## src/rtl/dot_product_feeder_pkg.sv

```systemverilog
// Shared types and size derivations for the dot-product feeder and its consumers.
package dot_product_feeder_pkg;

  typedef enum logic [2:0] {
    ST_IDLE,
    ST_STREAM,
    ST_FLUSH,
    ST_DRAIN,
    ST_DONE
  } state_t;

  function automatic int beats_of(input int n, input int p);
    return (n + p - 1) / p;
  endfunction

  // Number of live lanes in the final beat; equals p when n divides evenly.
  function automatic int tail_of(input int n, input int p);
    return n - (beats_of(n, p) - 1) * p;
  endfunction

endpackage

```

## src/rtl/dot_product_feeder_lane_mask.sv

```systemverilog
// Zeroes lanes when no data is present, and lanes at or beyond TAIL on the final beat.
module lane_mask #(
  parameter int LANES = 4,
  parameter int W     = 10,
  parameter int TAIL  = 4
) (
  input  logic [LANES*W-1:0] data,
  input  logic               en,
  input  logic               last,
  output logic [LANES*W-1:0] masked
);

  for (genvar j = 0; j < LANES; j++) begin : g_lane
    if (j >= TAIL) begin : g_tail
      assign masked[j*W +: W] = (en && !last) ? data[j*W +: W] : '0;
    end else begin : g_live
      assign masked[j*W +: W] = en ? data[j*W +: W] : '0;
    end
  end

endmodule

```

## src/rtl/dot_product_feeder.sv

```systemverilog
// Streams PIXEL_N pixel/weight pairs from word-wide memory to a dot-product
// consumer, PARALLEL lanes per beat, followed by DRAIN all-zero cycles.
module dot_product_feeder
  import dot_product_feeder_pkg::*;
#(
  parameter int PIXEL_N     = 785,
  parameter int PIXEL_SIZE  = 10,
  parameter int WEIGHT_SIZE = 19,
  parameter int PARALLEL    = 4,
  parameter int DRAIN       = 30,
  parameter int ADDR_W      = 8
) (
  input  logic                            clk,
  input  logic                            GlobalReset,
  input  logic                            start,
  output logic                            rd_en,
  output logic [ADDR_W-1:0]               rd_addr,
  input  logic [PARALLEL*PIXEL_SIZE-1:0]  rd_pixels,
  input  logic [PARALLEL*WEIGHT_SIZE-1:0] rd_weights,
  output logic [PARALLEL*PIXEL_SIZE-1:0]  Pixels,
  output logic [PARALLEL*WEIGHT_SIZE-1:0] Weights,
  output logic                            out_valid,
  output logic                            busy,
  output logic                            done
);

  localparam int BEATS = beats_of(PIXEL_N, PARALLEL);
  localparam int TAIL  = tail_of(PIXEL_N, PARALLEL);
  localparam int DW    = (DRAIN > 1) ? $clog2(DRAIN) : 1;
  localparam logic [ADDR_W-1:0] LAST_ADDR = ADDR_W'(BEATS - 1);
  localparam logic [DW-1:0]     DRAIN_END = DW'(DRAIN - 1);

  state_t                            state;
  logic [DW-1:0]                     drain_cnt;
  logic                              flush_cnt;
  // rd_vld/rd_last mark the cycle the memory word is on the bus; reset clears
  // them so words still in flight from an aborted stream are dropped.
  logic                              rd_vld;
  logic                              rd_last;
  logic [PARALLEL*PIXEL_SIZE-1:0]    pix_m;
  logic [PARALLEL*WEIGHT_SIZE-1:0]   wt_m;

  lane_mask #(.LANES(PARALLEL), .W(PIXEL_SIZE), .TAIL(TAIL)) u_pix_mask (
    .data(rd_pixels), .en(rd_vld), .last(rd_last), .masked(pix_m)
  );

  lane_mask #(.LANES(PARALLEL), .W(WEIGHT_SIZE), .TAIL(TAIL)) u_wt_mask (
    .data(rd_weights), .en(rd_vld), .last(rd_last), .masked(wt_m)
  );

  always_ff @(posedge clk) begin
    if (GlobalReset) begin
      state     <= ST_IDLE;
      rd_en     <= 1'b0;
      rd_addr   <= '0;
      drain_cnt <= '0;
      flush_cnt <= 1'b0;
      rd_vld    <= 1'b0;
      rd_last   <= 1'b0;
      Pixels    <= '0;
      Weights   <= '0;
      out_valid <= 1'b0;
      busy      <= 1'b0;
      done      <= 1'b0;
    end else begin
      rd_vld    <= rd_en;
      rd_last   <= rd_en && (rd_addr == LAST_ADDR);
      Pixels    <= pix_m;
      Weights   <= wt_m;
      out_valid <= rd_vld;
      done      <= 1'b0;
      case (state)
        ST_IDLE: begin
          if (start) begin
            state   <= ST_STREAM;
            busy    <= 1'b1;
            rd_en   <= 1'b1;
            rd_addr <= '0;
          end
        end
        ST_STREAM: begin
          // rd_addr saturates at the last word rather than wrapping
          if (rd_addr == LAST_ADDR) begin
            rd_en     <= 1'b0;
            flush_cnt <= 1'b0;
            state     <= ST_FLUSH;
          end else begin
            rd_addr <= rd_addr + 1'b1;
          end
        end
        ST_FLUSH: begin
          if (flush_cnt) begin
            drain_cnt <= '0;
            state     <= ST_DRAIN;
          end else begin
            flush_cnt <= 1'b1;
          end
        end
        ST_DRAIN: begin
          if (drain_cnt == DRAIN_END) begin
            busy  <= 1'b0;
            done  <= 1'b1;
            state <= ST_DONE;
          end else begin
            drain_cnt <= drain_cnt + 1'b1;
          end
        end
        ST_DONE: begin
          rd_addr <= '0;
          state   <= ST_IDLE;
        end
        default: state <= ST_IDLE;
      endcase
    end
  end

endmodule
```

## config.mk

```make
export PLATFORM = sky130hd
export DESIGN_NAME = dot_product_feeder
export DESIGN_NICKNAME = d
export VERILOG_FILES = /design/src/rtl/dot_product_feeder_pkg.sv /design/src/rtl/dot_product_feeder_lane_mask.sv /design/src/rtl/dot_product_feeder.sv
export SDC_FILE = /design/constraint.sdc
export NUM_CORES = 1
export LEC_CHECK = 0
export CAP_MARGIN = 20
export CORE_ASPECT_RATIO = 0.9
export CORE_MARGIN = 5
export CORE_UTILIZATION = 37
export DETAILED_ROUTE_END_ITERATION = 8
export PLACE_DENSITY_LB_ADDON = 0.08
export SYNTH_ARGS = -nofsm -noshare
export SYNTH_HDL_FRONTEND = slang
export SYNTH_HIERARCHICAL = 1
export SYNTH_SLANG_ARGS = --single-unit
```

## constraint.sdc

```tcl
create_clock -name clk -period 1.6 [get_ports clk]
set_input_delay 0.32 -clock clk [delete_from_list [all_inputs] [get_ports clk]]
set_output_delay 0.32 -clock clk [all_outputs]
set_load 0.01 [all_outputs]
```

# Yosys cells after proc, flatten, opt, wreduce, memory -nomap -nowiden
# Cells that the tools add are included.
op_classes:
  eq_ne: 12
  addsub: 2
  bitwise: 3
  reduce_logical: 18
  n_mux: 18
ops:
  columns: ["operator", "n"]
  rows:
  - ["$pmux 8 s3", 1]
  - ["$mux 8", 2]
  - ["$mux 3", 4]
  - ["$ne 2x2->1 const B", 6]
  - ["$pmux 3 s4", 1]
  - ["$reduce_and 3->1", 4]
  - ["$mux 5", 2]
  - ["$pmux 5 s2", 1]
  - ["$add 8x1->8 const B", 1]
  - ["$eq 8x8->1 const B", 1]
  - ["$reduce_bool 2->1", 4]
  - ["$eq 3x2->1 const B", 2]
  - ["$pmux 1 s2", 3]
  - ["$reduce_or 2->1", 3]
  - ["$add 5x1->5 const B", 1]
  - ["$eq 5x5->1 const B", 1]
  - ["$mux 1", 4]
  - ["$reduce_and 4->1", 1]
  - ["$eq 3x1->1 const B", 1]
  - ["$eq 3x3->1 const B", 1]
  - ["$logic_not 3->1", 1]
  - ["$not 1->1", 3]
  - ["$reduce_bool 3->1", 1]
  - ["$logic_and 1x1->1", 2]
  - ["2 further kinds", 2]
word_totals:
  output_inout_bits: 128
  ff_bits: 139
  input_bits: 119
  word_cells: 67

# Depth between registers and ports, before layout
# Gate-level depths: netlist of run 1.
depth:
  ltp_word: 4
  ltp_mapped: 7
  ltp_nobuf: 6

# Cells and area by module
# The synthesis of run 1 kept the hierarchy.
by_module_without_submodules:
  columns: ["module", "seq_area_each_um2", "instances", "cells_per_inst", "area_per_inst_um2"]
  rows:
  - ["dot_product_feeder", 2782.7, 1, 375, 4235.3]
  - ["lane_mask at u_wt_mask", 0.0, 1, 90, 744.5]
  - ["lane_mask at u_pix_mask", 0.0, 1, 47, 360.3]

# Least setup slack after synthesis of run 1
# OpenSTA, ideal clock, no wires.
synth_timing:
  path_kind: "register -> register"
  startpoint: "register rd_addr[7]"
  endpoint: "register state[0]"
  path_buffers: 0
  path_slack_ps: -129
  stages_incl_launch_ff: 5
  period_less_slack_ps: 1729
  setup_time_ps: 121
  required_time_ps: 1479
  arrival_ps: 1609
  cell_sequence: "dfxtp_1 > or3b_4 > o311a_2 > a21oi_1 > mux2_2"
synth_via:
  elab_chain_len: 3
synth_rtl:
  columns: ["item", "line", "rtl"]
  rows:
  - ["from (decl)", "dot_product_feeder.sv:17", "output logic [ADDR_W-1:0] rd_addr,"]
  - ["from (signal assigned)", "dot_product_feeder.sv:88", "rd_addr <= rd_addr + 1'b1;"]
  - ["$eq 8x8->1", "dot_product_feeder.sv:83", "if (rd_addr == LAST_ADDR) begin"]
  - ["$ne 2x2->1 (no source line)", null, null]
  - ["$reduce_and 4->1 (no source line)", null, null]
  - ["to (signal assigned)", "dot_product_feeder.sv:86", "state <= ST_FLUSH;"]
  - ["to (signal assigned)", "dot_product_feeder.sv:94", "state <= ST_DRAIN;"]
  - ["to (signal assigned)", "dot_product_feeder.sv:103", "state <= ST_DONE;"]
  - ["to (decl)", "dot_product_feeder.sv:33", "state_t state;"]
# No other way between the ends.
# A chain may end at the register's enable or synchronous reset.

# Worst setup path in the final report of run 1
layout_timing:
  startpoint: "register rd_addr[4]"
  endpoint: "register state[0]"
# Same word-level chain as after synthesis.

==> metrics, run 1 <==
Multi-input gate area between 2000 and 2500 µm²; Tot Pwr ~9000 µW; Routed Antenna Nets 0; CTS Sinks 139; dpl hpwl approximately 11 mm; Synth top cells by count dfxtp_1, nor2b_1, and3b_1; RSZ-0062 raised after global routing true; synthesized cell area 5340 µm²; sequential share of the synthesized area 52.1%; Chip Width roughly 140 µm; crit-path max FO 3; clk_skew slightly below 0.007 ns; peak supply drop around 0.88 mV; fill cell count ~1.2k; final instance count without filler cells 974; Tightest Pin Transition roughly 0.44 ns; DR vias ~4.4k; Worst Path Required about 1.9 ns; Placed Area just over 8000 µm²; design area a little under 9000 µm²; final net count 892; FF-to-FF setup slack -0.06 ns; WP data arrival between 1.5 and 2 ns; Synth cell types 44; H-tree levels 4; full die area 16,900 µm²; Die Ht between 100 and 150 µm; routed wire length 15.2 mm; yosys warns 6; Final Core Density between 60% and 70%; hold path cells 2; Mapped Nets 635; DRT iter0 DRCs roughly 150; Max Fclk 601 MHz; core area 14,100 µm²; Hold Vio Cnt, Final 0; Vias/cell about 4.6; CTS tree yes; ys flop type dfxtp_1; layout cells sized above 1 10.5%; leak pwr between 0.004 and 0.005 µW; drt wl/cell about 16 µm; outcome complete, but fails checks; Final Setup Violations 1; asr flop ratio synth 0%; largest net degree at the start of global routing between 80 and 90; hold buffer count at CTS 0; cell count after synthesis 512; Ant. Diodes 0; total of max-cap violations 0; IO Pins roughly 250; Endpoint, Worst Hold Weights[58]$_SDFF_PP0_; critical path class flip-flop to flip-flop; Site Rows 41; I/O Buffers 246; Post-Syn Area per Cell 10.4 µm²; most common cell in the netlist dfxtp_1; Max clock buf depth 2; Seq. cell area ~2800 µm²; dpl cells 940; power density over the cells 1040 nW/µm²; total track usage between 10% and 20%; Hold Crit Class input port to flip-flop; area fraction of the dominant cell type after synthesis 52.1%; Yosys reg bits 139; hold path start GlobalReset; Final Max Slew Viols 0; Clock Root Buffer clkbuf_16; final setup margin -0.0640 ns; initial antenna violation count 0; first-pass GRT wire length 23.1 mm; DRC 0; vias in the first global route 4,440; Startpoint Class flip-flop; Initial Utilization between 30 and 40%; total iterations of the first detailed-routing run 4; R2R Path Start rd_addr[4]$_SDFFE_PP0P_; Layout area overhead 63.0%; Min Hold Slack ~0.34 ns; headroom to the max-slew limit 70.5%; grt total ovfl 0; Post-synth EDFFs 0; number of buffers created by CTS 17; cell count of the worst reg-to-reg path 4; Placer Congestion roughly 0.86; ranking of synthesized cells by area dfxtp_1, and3b_1, nor2b_1, and2_1, buf_6; Worst-Skew Late Latency between 0.4 and 0.5 ns; area leader, netlist dfxtp_1; Clk pin slew, worst setup/hold paths 0.06 ns; Crit. End Element flip-flop; Reg2Reg Capture Point state[0]$_SDFFE_PP0P_; Tmin final between 1.5 and 2 ns; post-route clock period utilization 104%; failing checks setup timing
==> sequential cells by signal (all words and copies together) (netlist names), 3 cells and up <==
register   count
drain_cnt      5
Pixels        40
Weights       76
rd_addr        8
state          3
==> report_power, final <==
group | leakage (µW) | total (µW) | switching (µW) | internal, µW
logic | 0.00308 | 1230 | 521 | 713
registers | 0.00113 | 3640 | 44.1 | 3600
clock network | 0.000294 | 4140 | 1470 | 2680
==> cells by family (layout without fill, tap and decap cells) <==
group | after synthesis | in the layout | synth area share (%)
adder cells (fa/ha/maj) | 4 | 4 | 0.937
multiplexers | 3 | 3 | 0.586
AO/OA/AOI/OAI | 36 | 36 | 4.87
flip-flops | 139 | 139 | 52.1
AND/OR/NAND/NOR | 284 | 284 | 36.6
buffers and inverters | 46 | 315 | 4.94
==> stage by stage <==
step | setup WS [ns] | TNS (ns)
floorplan | -0.000540 | -0.000540
global placement | -0.0212 | -0.0212
CTS | -0.0521 | -0.0521
global route | -0.103 | -0.142
detailed placement | -0.0745 | -0.118
finish | -0.0640 | -0.0640
==> worst max path at each step <==
stage,startpoint,end,slack [ns],cells after the start
2_1_floorplan,rd_addr[7]$_SDFFE_PP0P_,state[0]$_SDFFE_PP0P_,-0.0005,4
3_3_place_gp,rd_addr[0]$_SDFFE_PP0P_,state[0]$_SDFFE_PP0P_,-0.02,6
3_5_place_dp,rd_addr[0]$_SDFFE_PP0P_,state[0]$_SDFFE_PP0P_,-0.07,6
4_1_cts,rd_addr[3]$_SDFFE_PP0P_,state[0]$_SDFFE_PP0P_,-0.05,4
5_1_grt,rd_addr[0]$_SDFFE_PP0P_,state[0]$_SDFFE_PP0P_,-0.10,6
6_report,rd_addr[4]$_SDFFE_PP0P_,state[0]$_SDFFE_PP0P_,-0.06,4
==> cells in the final DEF, fill, tap and decap left out, types with 3 or more instances in the layout <==
cell	count
buf_4	29
and2_1	29
dfxtp_2	6
bufinv_16	4
buf_12	4
nand2_1	8
nand3_1	8
dlymetal6s2s_1	25
nand2b_1	3
nor3_1	3
and3b_1	87
a311oi_1	6
dfxtp_1	133
nor2b_1	118
ha_1	4
a21oi_1	8
nor2_1	12
dlygate4sd2_1	102
o21ai_0	5
clkbuf_16	17
clkdlybuf4s50_1	118
inv_1	6
clkinvlp_4	4
==> final cells by class <==
| cell class | instances | share of cell area (%) |
|---|---|---|
| Clock inverter | 11 | 1.94 |
| Timing Repair Buffer | 278 | 30.8 |
| Sequential cell | 139 | 32.0 |
| Tap cell | 193 | 2.77 |
| Clock buffer | 20 | 5.25 |
| Inverter | 6 | 0.259 |
| Multi-Input combinational cell | 327 | 26.9 |
==> critical path: stages (launching register included) <==
cell     delay, ns
dfxtp_2       0.32
or3b_4        0.41
o311a_4       0.39
a21oi_4       0.13
mux2_4        0.31
==> routing by layer <==
layer	up-vias	share of wire (%)	global-route usage (%)
li1	2208	-	-
met1	2032	40	20.3
met2	184	47	28.8
met3	17	12	9.41
met4	0	1.5	6.61
met5	-	0	0
==> repair_timing <==
item,CTS,global route
buffers inserted,2,1
resized for setup,104,29
endpoints found under the setup margin,106,36
pin swaps,2,6
(Power assumes the default switching activity.)
==> inputs of run 2 (changes only) <==
--- a/config.mk
+++ b/config.mk
@@ -10,7 +10,9 @@
 export CORE_MARGIN = 5
 export CORE_UTILIZATION = 37
 export DETAILED_ROUTE_END_ITERATION = 8
-export PLACE_DENSITY_LB_ADDON = 0.08
+export PLACE_DENSITY = 0.77
+export REMOVE_ABC_BUFFERS = 1
+export SLEW_MARGIN = 20
 export SYNTH_ARGS = -nofsm -noshare
 export SYNTH_HDL_FRONTEND = slang
 export SYNTH_HIERARCHICAL = 1
==> metrics, run 2 (synthesis results as in run 1) <==
I/O Buffers between 200 and 250; hold path start GlobalReset; Routed Antenna Nets 0; first-pass GRT wire length 23.8 mm; crit-path max FO 3; critical path, cell by cell or3b_4, o311a_4, a21oi_4, mux2_4; Clock Root Buffer clkbuf_16; Site Rows ~40; FF-to-FF setup slack -0.03 ns; Worst path slowest cell or3b_4; H-tree levels 4; grt total ovfl 0; clk_skew around 0.0046 ns; vias in the first global route a little under 5k; final instance count without filler cells 974; Placer Congestion 0.852; largest registers Weights x76, Pixels x40, rd_addr x8; total track usage between 10% and 20%; CP Depth 4; DRT iter0 DRCs approximately 180; Ant. Diodes 0; most common cell after layout, fill and taps aside dfxtp_1; CTS tree yes; Vias/cell 4.74; worst path bufs/invs 0; DR vias about 4.6k; Clk pin slew, worst setup/hold paths around 0.05 ns; commonest cells after routing, fill and taps aside dfxtp_1, clkdlybuf4s50_1, nor2b_1; initial antenna violation count 0; biggest cell delay along the critical path 0.42 ns; NetSw between 2000 and 2500 µW; Layout area overhead 64.6%; Placed Area 8050 µm²; Int Pwr 6810 µW; Min Hold Slack 0.348 ns; design area about 9000 µm²; Final Core Density roughly 62%; CTS Sinks roughly 140; top cell family by delay on the critical path compound AO/OA/AOI/OAI gates; Tmin final 1.63 ns; post-route clock period utilization 102%; Multi-input gate area 2430 µm²; Final Max Slew Viols 0; max reg flops 76; Tightest Pin Transition between 0.6 and 0.7 ns; failing checks setup timing; Worst Path Required around 1.9 ns; outcome complete, but fails checks; leak pwr around 0.0045 µW; Worst-Skew Late Latency ~0.41 ns; Startpoint Class flip-flop; Hold Crit Class input port to flip-flop; Chip Width about 140 µm; Tot Pwr 8910 µW; Max clock buf depth 2; headroom to the max-slew limit roughly 55%; hold buffer count at CTS 0; number of buffers created by CTS 17; Seq. cell area about 2800 µm²; Final Setup Violations 3; IO Pins 247; critical path class flip-flop to flip-flop; Initial Utilization a little under two fifths; Sw Ratio roughly a quarter; Reg power frac about two fifths; layout cells sized above 1 12.2%; Most flops, register Weights; Hold Vio Cnt, Final 0; Comb power frac between 10% and 20%; drt wl/cell around 16 µm; clock network power share between 40 and 50%; power density over the cells about 1000 nW/µm²; R2R Path Start rd_addr[3]$_SDFFE_PP0P_; final net count approximately 900; DRC 0; total of max-cap violations 0; core area around 14,000 µm²; fill cell count around 1.2k; peak supply drop 0.679 mV; Die Ht around 120 µm; full die area between 15,000 and 20,000 µm²; final setup margin -0.0316 ns; RSZ-0062 raised after global routing true; total iterations of the first detailed-routing run 4; dpl cells between 900 and 1k; cell count of the worst reg-to-reg path 4; WP data arrival 1.93 ns; Endpoint, Worst Hold drain_cnt[0]$_SDFFE_PP0P_; Max Fclk 613 MHz; dpl hpwl 10.8 mm; largest net degree at the start of global routing 118; Crit. End Element flip-flop; hold path cells 2; routed wire length roughly 16 mm; Reg2Reg Capture Point state[0]$_SDFFE_PP0P_
==> run 2: changes by cell type in the layout (fill, tap and decap cells not counted), sizes merged <==
cell / before / now
buf: 33 / 32
bufinv: 4 / 3
clkbuf: 20 / 19
clkdlybuf4s50: 118 / 119
clkinv: 3 / 1
clkinvlp: 4 / 6
dlygate4sd2: 102 / 99
dlymetal6s2s: 25 / 27
inv: 6 / 9
==> run 2: area by class of cell <==
class | instances | area share (%)
clock inverter | 13 | 1.89
tap | 193 | 2.75
multi-input combinational | 327 | 27.7
clock buffer | 19 | 5.04
inverter | 6 | 0.256
timing repair buffer | 277 | 30.6
sequential | 139 | 31.8
==> run 2: through the flow <==
step	setup slack (ns)	TNS (ns)
3_5_place_dp	-0.157	-0.810
5_1_grt	-0.0658	-0.206
4_1_cts	-0.0719	-0.0797
2_1_floorplan	-0.295	-33.20
3_3_place_gp	-0.112	-0.465
6_report	-0.0316	-0.0495
==> run 2: what timing repair did <==
item / in CTS / in global routing
resized for setup: 117 / 44
buffers inserted: 1 / 4
setup endpoints to repair: 107 / 43
pin swaps: 9 / 5
cloned: 0 / 0
==> run 2: worst max path at each step <==
stage                                       start                       to  slack (ns)
after CTS                 rd_addr[7]$_SDFFE_PP0P_    state[0]$_SDFFE_PP0P_       -0.07
after global routing      rd_addr[0]$_SDFFE_PP0P_  rd_addr[2]$_SDFFE_PP0P_       -0.07
after detailed placement                    start  rd_addr[3]$_SDFFE_PP0P_       -0.16
final                     rd_addr[3]$_SDFFE_PP0P_    state[0]$_SDFFE_PP0P_       -0.03
after floorplan                 rd_vld$_SDFF_PP0_    Pixels[10]$_SDFF_PP0_       -0.29
after global placement                      start  rd_addr[3]$_SDFFE_PP0P_       -0.11
==> run 2: layer usage <==
metal / global-route usage [%] / up-vias / routed length (µm)
li1: - / 2219 / -
met1: 17.4 / 2174 / 5500
met2: 32.3 / 179 / 8120
met3: 8.44 / 46 / 1480
met4: 8.88 / 0 / 531
met5: 0 / - / 0
==> run 2: power groups by stage <==
stage          Clock, µW  Combinational [µW]  Sequential (µW)
4_1_cts             4100                1220             3650
3_5_place_dp           0                1230             3730
3_3_place_gp           0                1190             3720
6_report            4000                1260             3660
2_1_floorplan          0                 353             3830
5_1_grt             4280                1350             3670
